--- src/rtl/comb_lut_sweep_if.sv ---
// Function/sweep bus of comb_lut_sweep: evaluation inputs, truth-table load,
// sweep control and the registered result/status outputs.
interface comb_lut_sweep_if #(
  parameter int N_INPUTS = 3
);
  localparam int LUT_W = 1 << N_INPUTS;

  logic [N_INPUTS-1:0] i_w_in;
  logic                i_w_load;
  logic [LUT_W-1:0]    i_w_lut_data;
  logic                i_w_start;
  logic                o_w_out;
  logic                o_w_busy;
  logic                o_w_done;
  logic [N_INPUTS:0]   o_w_ones_count;
  logic [N_INPUTS-1:0] o_w_sweep_idx;

  modport master (
    output i_w_in, i_w_load, i_w_lut_data, i_w_start,
    input  o_w_out, o_w_busy, o_w_done, o_w_ones_count, o_w_sweep_idx
  );

  modport slave (
    input  i_w_in, i_w_load, i_w_lut_data, i_w_start,
    output o_w_out, o_w_busy, o_w_done, o_w_ones_count, o_w_sweep_idx
  );
endinterface

--- src/rtl/comb_lut_sweep.sv ---
// Registered N-input boolean function from a loadable truth table, with an
// on-chip sweep that walks every input combination and counts the ones.
module comb_lut_sweep #(
  parameter int                          N_INPUTS = 3,
  parameter logic [(1<<N_INPUTS)-1:0]    LUT_INIT = 8'hE8
) (
  input  logic               i_w_clk,
  input  logic               i_w_reset,
  comb_lut_sweep_if.slave    bus
);
  localparam int LUT_W = 1 << N_INPUTS;
  localparam logic [N_INPUTS-1:0] IDX_LAST = '1;

  typedef enum logic [1:0] {
    ST_IDLE  = 2'd0,
    ST_SWEEP = 2'd1,
    ST_DONE  = 2'd2
  } state_e;

  state_e              state_q, state_d;
  logic [LUT_W-1:0]    lut_q, lut_d;
  logic [N_INPUTS-1:0] idx_q, idx_d;
  logic [N_INPUTS:0]   acc_q, acc_d;
  logic [N_INPUTS:0]   count_q, count_d;
  logic                out_q, out_d;

  logic eval_bit;
  logic sweep_bit;

  assign eval_bit  = lut_q[bus.i_w_in];
  assign sweep_bit = lut_q[idx_q];

  // NOTE: every variable gets its hold value first so no path through the case leaves it unassigned (no latches).
  always_comb begin
    state_d = state_q;
    lut_d   = lut_q;
    idx_d   = idx_q;
    acc_d   = acc_q;
    count_d = count_q;
    out_d   = out_q;

    unique case (state_q)
      ST_IDLE: begin
        // Evaluation always reads the current table, so a same-edge load is seen one cycle later.
        out_d = eval_bit;
        if (bus.i_w_start) begin
          state_d = ST_SWEEP;
          idx_d   = '0;
          acc_d   = '0;
          count_d = '0;
        end else if (bus.i_w_load) begin
          lut_d = bus.i_w_lut_data;
        end
      end

      ST_SWEEP: begin
        out_d = sweep_bit;
        acc_d = acc_q + (N_INPUTS+1)'(sweep_bit);
        idx_d = idx_q + N_INPUTS'(1);
        if (idx_q == IDX_LAST) begin
          state_d = ST_DONE;
          count_d = acc_d;
        end
      end

      ST_DONE: begin
        state_d = ST_IDLE;
      end

      default: begin
        state_d = ST_IDLE;
      end
    endcase
  end

  // NOTE: the truth table is one flat register vector, not a RAM, so it is reset to LUT_INIT with the rest of the state.
  always_ff @(posedge i_w_clk or posedge i_w_reset) begin
    if (i_w_reset) begin
      state_q <= ST_IDLE;
      lut_q   <= LUT_INIT;
      idx_q   <= '0;
      acc_q   <= '0;
      count_q <= '0;
      out_q   <= 1'b0;
    end else begin
      // NOTE: non-blocking assignments so every register samples the pre-edge values.
      state_q <= state_d;
      lut_q   <= lut_d;
      idx_q   <= idx_d;
      acc_q   <= acc_d;
      count_q <= count_d;
      out_q   <= out_d;
    end
  end

  // Status flags come straight from the state register, so they cannot glitch.
  assign bus.o_w_busy       = (state_q == ST_SWEEP);
  assign bus.o_w_done       = (state_q == ST_DONE);
  assign bus.o_w_out        = out_q;
  assign bus.o_w_ones_count = count_q;
  assign bus.o_w_sweep_idx  = idx_q;

  busy_done_exclusive: assert property (
    @(posedge i_w_clk) disable iff (i_w_reset) !(bus.o_w_busy && bus.o_w_done)
  );
endmodule

--- src/flat_wrapper.sv ---
// flat-port wrapper written by rule: the top's interface ports become plain ports
module comb_lut_sweep_flat 
#(
  parameter int                          N_INPUTS = 3,
  parameter logic [(1<<N_INPUTS)-1:0]    LUT_INIT = 8'hE8
)
  (i_w_clk, i_w_reset, bus_i_w_in, bus_i_w_load, bus_i_w_lut_data, bus_i_w_start, bus_o_w_out, bus_o_w_busy, bus_o_w_done, bus_o_w_ones_count, bus_o_w_sweep_idx);
  comb_lut_sweep_if #(.N_INPUTS(N_INPUTS)) bus_i ();
  input  logic i_w_clk;
  input  logic i_w_reset;
  input wire logic [$bits(bus_i.i_w_in)-1:0] bus_i_w_in;
  input wire logic [$bits(bus_i.i_w_load)-1:0] bus_i_w_load;
  input wire logic [$bits(bus_i.i_w_lut_data)-1:0] bus_i_w_lut_data;
  input wire logic [$bits(bus_i.i_w_start)-1:0] bus_i_w_start;
  output wire logic [$bits(bus_i.o_w_out)-1:0] bus_o_w_out;
  output wire logic [$bits(bus_i.o_w_busy)-1:0] bus_o_w_busy;
  output wire logic [$bits(bus_i.o_w_done)-1:0] bus_o_w_done;
  output wire logic [$bits(bus_i.o_w_ones_count)-1:0] bus_o_w_ones_count;
  output wire logic [$bits(bus_i.o_w_sweep_idx)-1:0] bus_o_w_sweep_idx;
  assign bus_i.i_w_in = bus_i_w_in;
  assign bus_i.i_w_load = bus_i_w_load;
  assign bus_i.i_w_lut_data = bus_i_w_lut_data;
  assign bus_i.i_w_start = bus_i_w_start;
  assign bus_o_w_out = bus_i.o_w_out;
  assign bus_o_w_busy = bus_i.o_w_busy;
  assign bus_o_w_done = bus_i.o_w_done;
  assign bus_o_w_ones_count = bus_i.o_w_ones_count;
  assign bus_o_w_sweep_idx = bus_i.o_w_sweep_idx;
  comb_lut_sweep #(.N_INPUTS(N_INPUTS), .LUT_INIT(LUT_INIT)) u_core (.i_w_clk(i_w_clk), .i_w_reset(i_w_reset), .bus(bus_i));
endmodule
--- config.mk ---
export PLATFORM = sky130hd
export DESIGN_NAME = comb_lut_sweep_flat
export DESIGN_NICKNAME = d
export VERILOG_FILES = /design/src/rtl/comb_lut_sweep_if.sv /design/src/rtl/comb_lut_sweep.sv /design/src/flat_wrapper.sv
export SDC_FILE = /design/constraint.sdc
export NUM_CORES = 1
export LEC_CHECK = 0
export BUFFER_PORTS_ARGS = -buffer_cell sky130_fd_sc_hd__buf_2
export CAP_MARGIN = 30
export CORE_MARGIN = 1.5
export CORE_UTILIZATION = 55
export CTS_BUF_LIST = sky130_fd_sc_hd__clkbuf_16
export CTS_CLUSTER_DIAMETER = 200
export DETAILED_ROUTE_END_ITERATION = 8
export GPL_TIMING_DRIVEN = 0
export PLACE_DENSITY_LB_ADDON = 0.3
export SYNTH_ARGS = -nofsm -noshare
export SYNTH_HDL_FRONTEND = slang
export SYNTH_SLANG_ARGS = --single-unit
export TNS_END_PERCENT = 1
--- constraint.sdc ---
create_clock -name i_w_clk -period 6.2 [get_ports i_w_clk]
set_input_delay 0.93 -clock i_w_clk [delete_from_list [all_inputs] [get_ports i_w_clk]]
set_output_delay 0.93 -clock i_w_clk [all_outputs]
set_load 0.005 [all_outputs]
# Yosys cells after proc, flatten, opt, wreduce, memory -nomap -nowiden
# Cells that the tools add are included.
# totals
out_inout_bits	10
ff_bits	22
latchBits	0
in_bits	15
elab_cells	36
n_memories	0
rom_bits	0
mem_bits_rw	0
# op_classes
multipliers	0
muxes	14
n_eq_ne	5
n_reduce_logical	6
shift	0
magnitude_cmp	2
add_sub_neg	2
div	0
n_bitwise	1
# ops
op	count
$pmux 4 s2	2
$lt 3x4->1 const B	2
$mux 4	2
$bmux 1 s3	2
$pmux 3 s2	1
$reduce_and 3->1	2
$add 4x1->4	1
$mux 2	2
$pmux 2 s2	1
$reduce_and 2->1	2
$add 3x1->3 const B	1
$eq 3x3->1 const B	1
$mux 3	1
$eq 2x1->1 const B	1
$eq 2x2->1 const B	1
$logic_not 2->1	1
$mux 1	2
$ne 2x1->1 const B	1
$ne 2x2->1 const B	1
$pmux 1 s2	1
$reduce_bool 2->1	1
$not 1->1	1

# Depth between registers and ports, before layout
# Gate-level depths: netlist (run 1).
# depth
ltp_word	5
depth_mapped	8
mapped_depth_nobuf	8

# Worst setup path after synthesis (run 1)
# No wires, ideal clock.
# synth_path
path_type	reg-to-reg
from	reg u_core.idx_q[0], in the netlist u_core.bus.o_w_sweep_idx[0]
to	reg u_core.count_q[2], in the netlist u_core.bus.o_w_ones_count[2]
slack_ns	3.930
synth_period_minus_slack_ns	2.270
setup_ns	0.121
required_ns	6.079
arrival_time_ns	2.149
stages_incl_launch_ff	9
n_path_buf	0
path_cell_list	dfrtp_1 mux4_1 mux2_2 ha_1 ha_1 nand2b_1 a21oi_1 mux2_2 a22o_1
# synth_via
elab_chain_cells	5
elab_cells_between_ends	8
classes_between	add/sub: 1; eq/ne: 2; mux: 4; reduce/logical: 1
# synth_rtl
item	line	source
start: declaration	comb_lut_sweep.sv:22	logic [N_INPUTS-1:0] idx_q, idx_d;
start signal: assignment	comb_lut_sweep.sv:89	idx_q <= idx_d;
$bmux 1 s3	comb_lut_sweep.sv:31	assign sweep_bit = lut_q[idx_q];
$mux 1 (implied by the code)	comb_lut_sweep.sv:31	
$add 4x1->4	comb_lut_sweep.sv:58	acc_d = acc_q + (N_INPUTS+1)'(sweep_bit);
$mux 4	comb_lut_sweep.sv:60	if (idx_q == IDX_LAST) begin
$pmux 4 s2	comb_lut_sweep.sv:42	unique case (state_q)
end signal: assignment	comb_lut_sweep.sv:91	count_q <= count_d;
end: declaration	comb_lut_sweep.sv:24	logic [N_INPUTS:0] count_q, count_d;
# Several ways; a longest one is shown, not always the timed one. The select of a mux whose other input is x is not followed.
# A chain may end at the register's enable or synchronous reset.

# Worst setup path after layout (run 1)
# layout_path
from	reg u_core.idx_q[1], in the netlist u_core.bus.o_w_sweep_idx[1]
to	reg u_core.count_q[2], in the netlist u_core.bus.o_w_ones_count[2]
# Same word-level chain as after synthesis.

==> metrics.md, run 1 <==
| Metric | Value |
|---|---|
| Status | `finished clean` |
| Slew headroom | `45.7%` |
| Via/cell ratio | `5.79` |
| Worst Skew | `0.00431 ns` |
| Place WS | `approximately 3.8 ns` |
| Seq pwr share | `between 30% and 40%` |
| Non-Filler Instances | `135` |
| CTS Root Buffer Type | `clkbuf_16` |
| Wirelength, routed | `2.22 mm` |
| Largest net degree at the start of global routing | `23` |
| Clock share of power | `24.8%` |
| Met1 Track Usage GR | `25.1%` |
| Layout cells sized above 1 | `about 45%` |
| Worst min-delay path endpoint | `u_core.bus.o_w_out$_DFFE_PP0P_` |
| Starting Density | `between 50% and 60%` |
| RSZ-0062 raised after global routing | `false` |
| CTS tree | `done` |
| Die width | `48.2 um` |
| Yosys Warn Count | `0` |
| Required time of the critical path | `6.34 ns` |
| Worst hold path class | `flip-flop to flip-flop` |
| Setup TNS | `0 ns` |
| P_sw | `0.228 mW` |
| Logic pwr share | `38.3%` |
| Post-route setup slack | `3.74 ns` |
| Critical path peak fanout | `5` |
| Number of I/O port buffers | `24` |
| Critical Path Source Type | `flip-flop` |
| Filler Cells Inserted | `150` |
| Clk buf depth | `2` |
| #FFs+latches synth | `22` |
| Initial antenna violation count | `0` |
| Avg WL per Cell | `16.4 um` |
| Clock insertion delay at the later pin of the skew report | `around 0.26 ns` |
| Drt pass-1 iters | `3` |
| Max IR drop VDD | `0.000329 V` |
| Syn nets | `99` |
| Max-cap viol count | `0` |
| Diodes inserted | `0` |
| Postcts setup bufs | `0` |
| # clock sinks | `22` |
| GRT Util Overall | `21.7%` |
| Switching Fraction | `31.0%` |
| Most frequent cells in the layout | `buf_2, dfrtp_1, a22o_1, mux2_2` |
| Tmin final | `roughly 2.5 ns` |
| Critical Path End Type | `flip-flop` |
| Met2 Use GR | `38.7%` |
| Clock Pin Slew Worst Setup and Hold Paths | `0.06 ns` |
| Fin. Hold Viols | `0` |
| Most Crowded Layer GR | `met2` |
| Most common cell after layout, fill and taps aside | `buf_2` |
| Cts hold-fix bufs | `0` |
| Hpwl dp | `~1.5 mm` |
| Die Ht | `between 40 and 50 um` |
| Final #Nets | `between 100 and 150` |
| Die area | `~0.0023 sq mm` |
| Row count | `16` |
| # resized after CTS | `0` |
| Arr. time, crit path | `2.61 ns` |
| TritonCTS Buffers | `3` |
| H-tree levels | `1` |
| Flop2flop setup slack | `~3.7 ns` |
| Register area share after synthesis | `slightly below 50%` |
| Post-route clock period utilization | `39.7%` |
| Worst hold slack | `roughly 0.52 ns` |
| FMAX | `406 MHz` |
| Hold Startpoint | `u_core.bus.o_w_out$_DFFE_PP0P_` |
| P_int | `0.508 mW` |
| DR iter-0 viols | `8` |
| Detail Route Antenna Nets | `0` |
| Critical R2R Launch | `u_core.bus.o_w_sweep_idx[1]$_DFFE_PP0P_` |
| Mapped Cells | `80` |
| RR Endpoint | `u_core.bus.o_w_ones_count[2]$_DFFE_PP0P_` |
| R2R depth | `8` |
| Synth cell types | `26` |
| Final setup fails | `0` |
| Placer Congestion | `0.712` |
| Io pins | `25` |
| Core area | `0.00194 sq mm` |
| First-pass GRT wire length | `3.42 mm` |
| CP Class | `flip-flop to flip-flop` |
| Grt met3 use | `4.07%` |
| Vias in the first global route | `810` |
| P_leak | `0.672 nW` |
| Vias | `about 800` |
| Pwr Total | `0.736 mW` |
| Worst-Margin Slew | `0.814 ns` |
| Placed insts | `131` |
| P&R area growth vs syn | `23.1%` |
| Hold depth | `2` |
| Avg Inst Size Synth | `around 14 sq um` |
| DRC errors left | `0` |
| GRT overflow | `0` |
| Pwr Density | `approximately 530 mW/mm^2` |
| Final-report max-slew violation count | `0` |
| Cell Area, Synth | `0.00112 sq mm` |
==> area by class of cell <==
| cell class | instances | area (sq um) | area share (%) |
|---|---|---|---|
| Sequential cell | 22 | 556 | 40.2 |
| Multi-Input combinational cell | 53 | 534 | 38.6 |
| Timing Repair Buffer | 24 | 120 | 8.69 |
| Clock buffer | 3 | 75.1 | 5.43 |
| Tap cell | 27 | 33.8 | 2.44 |
| Clock inverter | 1 | 30.0 | 2.17 |
| Buffer | 3 | 26.3 | 1.90 |
| Inverter | 2 | 7.51 | 0.543 |
==> worst max path at each step <==
stage,startpoint,to,slack [ns],cells past startpoint
finish,u_core.bus.o_w_sweep_idx[1]$_DFFE_PP0P_,u_core.bus.o_w_ones_count[2]$_DFFE_PP0P_,3.74,8
global route,u_core.bus.o_w_sweep_idx[0]$_DFFE_PP0P_,u_core.bus.o_w_ones_count[2]$_DFFE_PP0P_,3.65,8
global placement,u_core.bus.o_w_sweep_idx[0]$_DFFE_PP0P_,u_core.bus.o_w_ones_count[2]$_DFFE_PP0P_,3.85,8
floorplan,u_core.bus.o_w_sweep_idx[0]$_DFFE_PP0P_,u_core.bus.o_w_ones_count[2]$_DFFE_PP0P_,3.93,8
CTS,u_core.bus.o_w_sweep_idx[1]$_DFFE_PP0P_,u_core.bus.o_w_ones_count[2]$_DFFE_PP0P_,3.75,8
detailed placement,u_core.bus.o_w_sweep_idx[0]$_DFFE_PP0P_,u_core.bus.o_w_ones_count[2]$_DFFE_PP0P_,3.79,8
==> synth_stat cells (all sizes together) <==
library cell	instances	share of area [%]
inv	2	0.67
mux2i	2	1.8
nor2b	2	1.1
a21oi	1	0.45
dfstp	4	9.4
nand2b	2	1.1
dfrtp	18	40
xor2	1	0.78
ha	4	4.5
and2	1	0.56
mux4	4	8.7
o21ai	2	0.89
nor4b	1	2.1
a22o	12	9.4
clkbuf	1	0.33
nor2	2	0.67
nand3	1	0.45
a21o	1	0.67
buf	2	2.0
mux2	12	12
nand2	2	0.67
nor3	1	0.45
o31ai	1	0.67
o21bai	1	0.67
==> per-layer routing <==
layer / up-vias / wire length (um)
met5: - / 0
met4: 0 / 26
met3: 4 / 61
met2: 15 / 1200
met1: 400 / 932
li1: 363 / -
==> power groups by stage <==
stage | logic (mW) | clock network [mW] | registers, mW
after floorplan | 0.207 | 0 | 0.259
after global placement | 0.263 | 0 | 0.268
after detailed placement | 0.275 | 0 | 0.272
after CTS | 0.285 | 0.184 | 0.271
after global routing | 0.312 | 0.187 | 0.281
final | 0.282 | 0.183 | 0.271
==> cell families (layout without fill, tap and decap cells) <==
group / after synthesis / in the layout / synth area share, %
adder cells (fa/ha/maj): 4 / 4 / 4.45
multiplexers: 18 / 18 / 22.5
XOR/XNOR: 1 / 1 / 0.780
AO/OA/AOI/OAI: 18 / 18 / 12.7
AND/OR/NAND/NOR: 12 / 12 / 7.13
buffers and inverters: 5 / 33 / 3.01
flip-flops: 22 / 22 / 49.4
==> sequential cells by signal, indices dropped and copies added (netlist names) <==
| signal | cells |
|---|---|
| u_core.lut_q | 8 |
| u_core.bus.o_w_ones_count | 4 |
| u_core.bus.o_w_sweep_idx | 3 |
| u_core.state_q | 2 |
| u_core.bus.o_w_out | 1 |
| u_core.acc_q | 4 |
==> per-stage QoR <==
| stage | utilization (%) | instance area (sq um) |
|---|---|---|
| 2_1_floorplan | - | 1120 |
| 3_3_place_gp | 65.8 | 1280 |
| 3_5_place_dp | 65.8 | 1280 |
| 4_1_cts | 71.2 | 1380 |
| 5_1_grt | 71.2 | 1380 |
| 6_report | 71.2 | 1380 |
==> worst max-delay path, stage by stage, from the launching register on <==
cell and delay, ns:
dfrtp_1 0.44, mux4_1 0.60, mux2_2 0.32, ha_1 0.20, ha_1 0.20, nand2b_1 0.09
a21oi_1 0.07, mux2_2 0.26, a22o_1 0.18
Note: power is estimated with default switching activity, not from simulation.
==> run 2, diff against run 1 <==
--- a/config.mk
+++ b/config.mk
@@ -5,10 +5,11 @@
 export SDC_FILE = /design/constraint.sdc
 export NUM_CORES = 1
 export LEC_CHECK = 0
+export ABC_AREA = 1
 export BUFFER_PORTS_ARGS = -buffer_cell sky130_fd_sc_hd__buf_2
 export CAP_MARGIN = 30
 export CORE_MARGIN = 1.5
-export CORE_UTILIZATION = 55
+export CORE_UTILIZATION = 47
 export CTS_BUF_LIST = sky130_fd_sc_hd__clkbuf_16
 export CTS_CLUSTER_DIAMETER = 200
 export DETAILED_ROUTE_END_ITERATION = 8
==> constraint.sdc (replaced) <==
create_clock -name i_w_clk -period 2 [get_ports i_w_clk]
set_input_delay 0.3 -clock i_w_clk [delete_from_list [all_inputs] [get_ports i_w_clk]]
set_output_delay 0.3 -clock i_w_clk [all_outputs]
set_load 0.005 [all_outputs]
==> metrics.md, run 2 <==
| Metric | Value |
|---|---|
| Avg Inst Size Synth | `8.36 sq um (-40%)` |
| Detail Route Antenna Nets | `0 (unchanged)` |
| CTS tree | `done` |
| Worst hold path class | `input port to asynchronous set/reset pin` |
| Yosys Warn Count | `0 (unchanged)` |
| Number of I/O port buffers | `24 (unchanged)` |
| Core area | `0.00223 sq mm (+15%)` |
| Largest net degree at the start of global routing | `23 (unchanged)` |
| Post-synth EDFFs | `0 (unchanged)` |
| H-tree levels | `1 (unchanged)` |
| Most frequent cells in the layout | `nand2_1, buf_2, dfrtp_1, inv_1, nand3_1` |
| Register area share after synthesis | `49.9% (+0.50 points)` |
| Synth top area cells | `dfrtp_1, nand2_1, dfstp_2` |
| CP Class | `flip-flop to flip-flop` |
| Place WS | `0.146 ns (-3.65 ns)` |
| Row count | `17 (+1)` |
| Max reg flops | `8 (unchanged)` |
| Cell Area, Synth | `0.00111 sq mm (-1.0%)` |
| Area share of the largest cell type after synthesis | `40.5% (+0.41 points)` |
| GRT Util Overall | `21.6% (-0.097 points)` |
| Via/cell ratio | `5.01 (-14%)` |
| First-pass GRT wire length | `4.28 mm (+25%)` |
| Fin. Hold Viols | `0 (unchanged)` |
| Postcts setup bufs | `0 (unchanged)` |
| Die Ht | `51.7 um (+7.2%)` |
| P_leak | `0.718 nW (+6.8%)` |
| Vias in the first global route | `991 (+22%)` |
| Post-route clock period utilization | `90.2% (+50 points)` |
| Worst Skew | `0.00189 ns (-0.00241 ns)` |
| Layout cells sized above 1 | `26.7% (-19 points)` |
| Required time of the critical path | `2.16 ns (-4.18 ns)` |
| Setup TNS | `0 ns (unchanged)` |
| Worst hold slack | `0.205 ns (-0.310 ns)` |
| #FFs+latches synth | `22 (unchanged)` |
| Tmin final | `1.80 ns (-0.660 ns)` |
| Diodes inserted | `0 (unchanged)` |
| Area taken by flip-flops and latches | `557 sq um (+0.23%)` |
| Synth area leader | `dfrtp_1` |
| Initial antenna violation count | `0 (unchanged)` |
| DR iter-0 viols | `16 (+8)` |
| Multi-input gate area | `474 sq um (-11%)` |
| Avg WL per Cell | `12.4 um (-24%)` |
| Crit path cell chain | `inv_2 > nand2_1 > nand3_1 > nand3_1 > and2_1 > ha_1 > ha_1 > inv_1 > o31ai_2` |
| Clock Pin Slew Worst Setup and Hold Paths | `0.06 ns (about the same)` |
| Worst-Margin Slew | `0.832 ns (+0.0179 ns)` |
| GRT overflow | `0 (unchanged)` |
| Async SR Flop Fraction | `100% (unchanged)` |
| Arr. time, crit path | `1.97 ns (-0.64 ns)` |
| Largest register by flop count | `u_core.lut_q` |
| Max-cap viol count | `0 (unchanged)` |
| Wirelength, routed | `2.35 mm (+6.1%)` |
| TritonCTS Buffers | `3 (unchanged)` |
| Critical path peak fanout | `8 (+3)` |
| Synth cell types | `19 (-27%)` |
| Area after DPL | `0.00127 sq mm (-0.78%)` |
| Vias | `947 (+21%)` |
| Placer Congestion | `0.793 (+11%)` |
| Final setup fails | `0 (unchanged)` |
| DRC errors left | `0 (unchanged)` |
| Critical Path Source Type | `flip-flop` |
| Status | `finished clean` |
| Die width | `51.7 um (+7.2%)` |
| Top-count cell post-synth | `nand2_1` |
| # clock sinks | `22 (unchanged)` |
| Slowest cell on the critical path | `dfrtp_2` |
| Filler Cells Inserted | `223 (+49%)` |
| P&R area growth vs syn | `21.1%` |
| Clk buf depth | `2 (unchanged)` |
| Pwr Density | `1580 mW/mm^2 (+200%)` |
| Critical Path End Type | `flip-flop` |
| Max IR drop VDD | `0.000769 V (+130%)` |
| Mapped Cells | `133 (+66%)` |
| Pwr Total | `2.13 mW (+190%)` |
| Starting Density | `49.8% (-8.1 points)` |
| RSZ-0062 raised after global routing | `false` |
| Most common cell after layout, fill and taps aside | `nand2_1` |
| Crit path largest cell delay | `0.46 ns (-0.14 ns)` |
| Drt pass-1 iters | `4 (+1)` |
| # resized after CTS | `0 (unchanged)` |
| Syn nets | `152 (+54%)` |
| Final-report max-slew violation count | `0 (unchanged)` |
| Top post-synthesis cells by count | `nand2_1, dfrtp_1, inv_1, nand3_1, nor2_1` |
| Design Area, Final | `0.00135 sq mm (-2.5%)` |
| Die area | `0.00267 sq mm (+15%)` |
| Slew headroom | `44.5% (-1.2 points)` |
| Io pins | `25 (unchanged)` |
| Clock insertion delay at the later pin of the skew report | `0.25 ns (about the same)` |
| Hpwl dp | `1.81 mm (+17%)` |
| FMAX | `554 MHz (+37%)` |
| Post-route setup slack | `0.196 ns (-3.54 ns)` |
| CTS Root Buffer Type | `clkbuf_16` |
| Cts hold-fix bufs | `0 (unchanged)` |
| Final #Nets | `181 (+41%)` |
| Ys flop type | `dfrtp_1` |
==> run 2: changes by cell type in the layout (fill, tap and decap cells not counted), moves of 9 or more <==
cell     before  now
nand2_1       2   33
inv_1         2   15
nand3_1       1   14
a22o_1       12    0
mux2_2       12    0
nor2_1        2   12
a21oi_1       1   10
==> run 2: logic make-up after synthesis <==
group	share of synthesized area (%)
compound gates	11.6
buf+inv	7.42
simple gates	25.5
mux	1.01
fa+ha+maj	4.50
flops	49.9
==> run 2: stage by stage <==
step           cells  util, %
2_1_floorplan    133        -
3_3_place_gp     185     56.8
3_5_place_dp     185     56.8
4_1_cts          189     60.3
5_1_grt          189     60.3
6_report         189     60.3
==> run 2: power breakdown <==
group	internal, mW	switching [mW]	total (mW)
Sequential	0.678	0.168	0.846
Clock	0.267	0.152	0.419
Combinational	0.360	0.501	0.861
==> run 2: layer usage <==
| metal | routed length [um] | share of wire, % | global-route usage [%] | up-vias |
|---|---|---|---|---|
| met2 | 1230 | 52 | 38.7 | 20 |
| met3 | 92 | 3.9 | 2.87 | 4 |
| met4 | 35 | 1.5 | 9.21 | 0 |
| met1 | 998 | 42 | 25.9 | 438 |
| met5 | 0 | 0 | 0 | - |
| li1 | - | - | - | 485 |
==> run 2: final cells by class <==
class | instances | share of cell area, %
Clock inverter | 1 | 0.279
Inverter | 19 | 5.29
Clock buffer | 3 | 5.57
Sequential cell | 22 | 41.3
Timing Repair Buffer | 24 | 8.91
Buffer | 1 | 0.836
Tap cell | 28 | 2.60
Multi-Input combinational cell | 91 | 35.2
==> run 2: worst max-delay path: cells and delay by family, from the launching register on <==
kind	cells	cell delay, ns
AND/OR/NAND/NOR	4	0.40
AO/OA/AOI/OAI	1	0.23
buffers and inverters	2	0.15
flip-flops	1	0.46
adder cells (fa/ha/maj)	2	0.48
==> run 2: final timing paths <==
path                                                               from  slack, ns                                  endpoint  cells past startpoint
worst max-delay path            u_core.bus.o_w_sweep_idx[0]$_DFFE_PP0P_       0.20  u_core.bus.o_w_ones_count[1]$_DFFE_PP0P_                      9
worst max register to register  u_core.bus.o_w_sweep_idx[0]$_DFFE_PP0P_       0.20  u_core.bus.o_w_ones_count[1]$_DFFE_PP0P_                      9
min in group i_w_clk                                bus_i_w_lut_data[4]       0.27               u_core.lut_q[4]$_DFFE_PP0P_                      2
max in group asynchronous                                     i_w_reset       1.23   u_core.bus.o_w_sweep_idx[0]$_DFFE_PP0P_                      2
worst min-delay path                                          i_w_reset       0.21   u_core.bus.o_w_sweep_idx[1]$_DFFE_PP0P_                      2
worst min register to register              u_core.lut_q[5]$_DFFE_PP1P_       0.49               u_core.lut_q[5]$_DFFE_PP1P_                      2
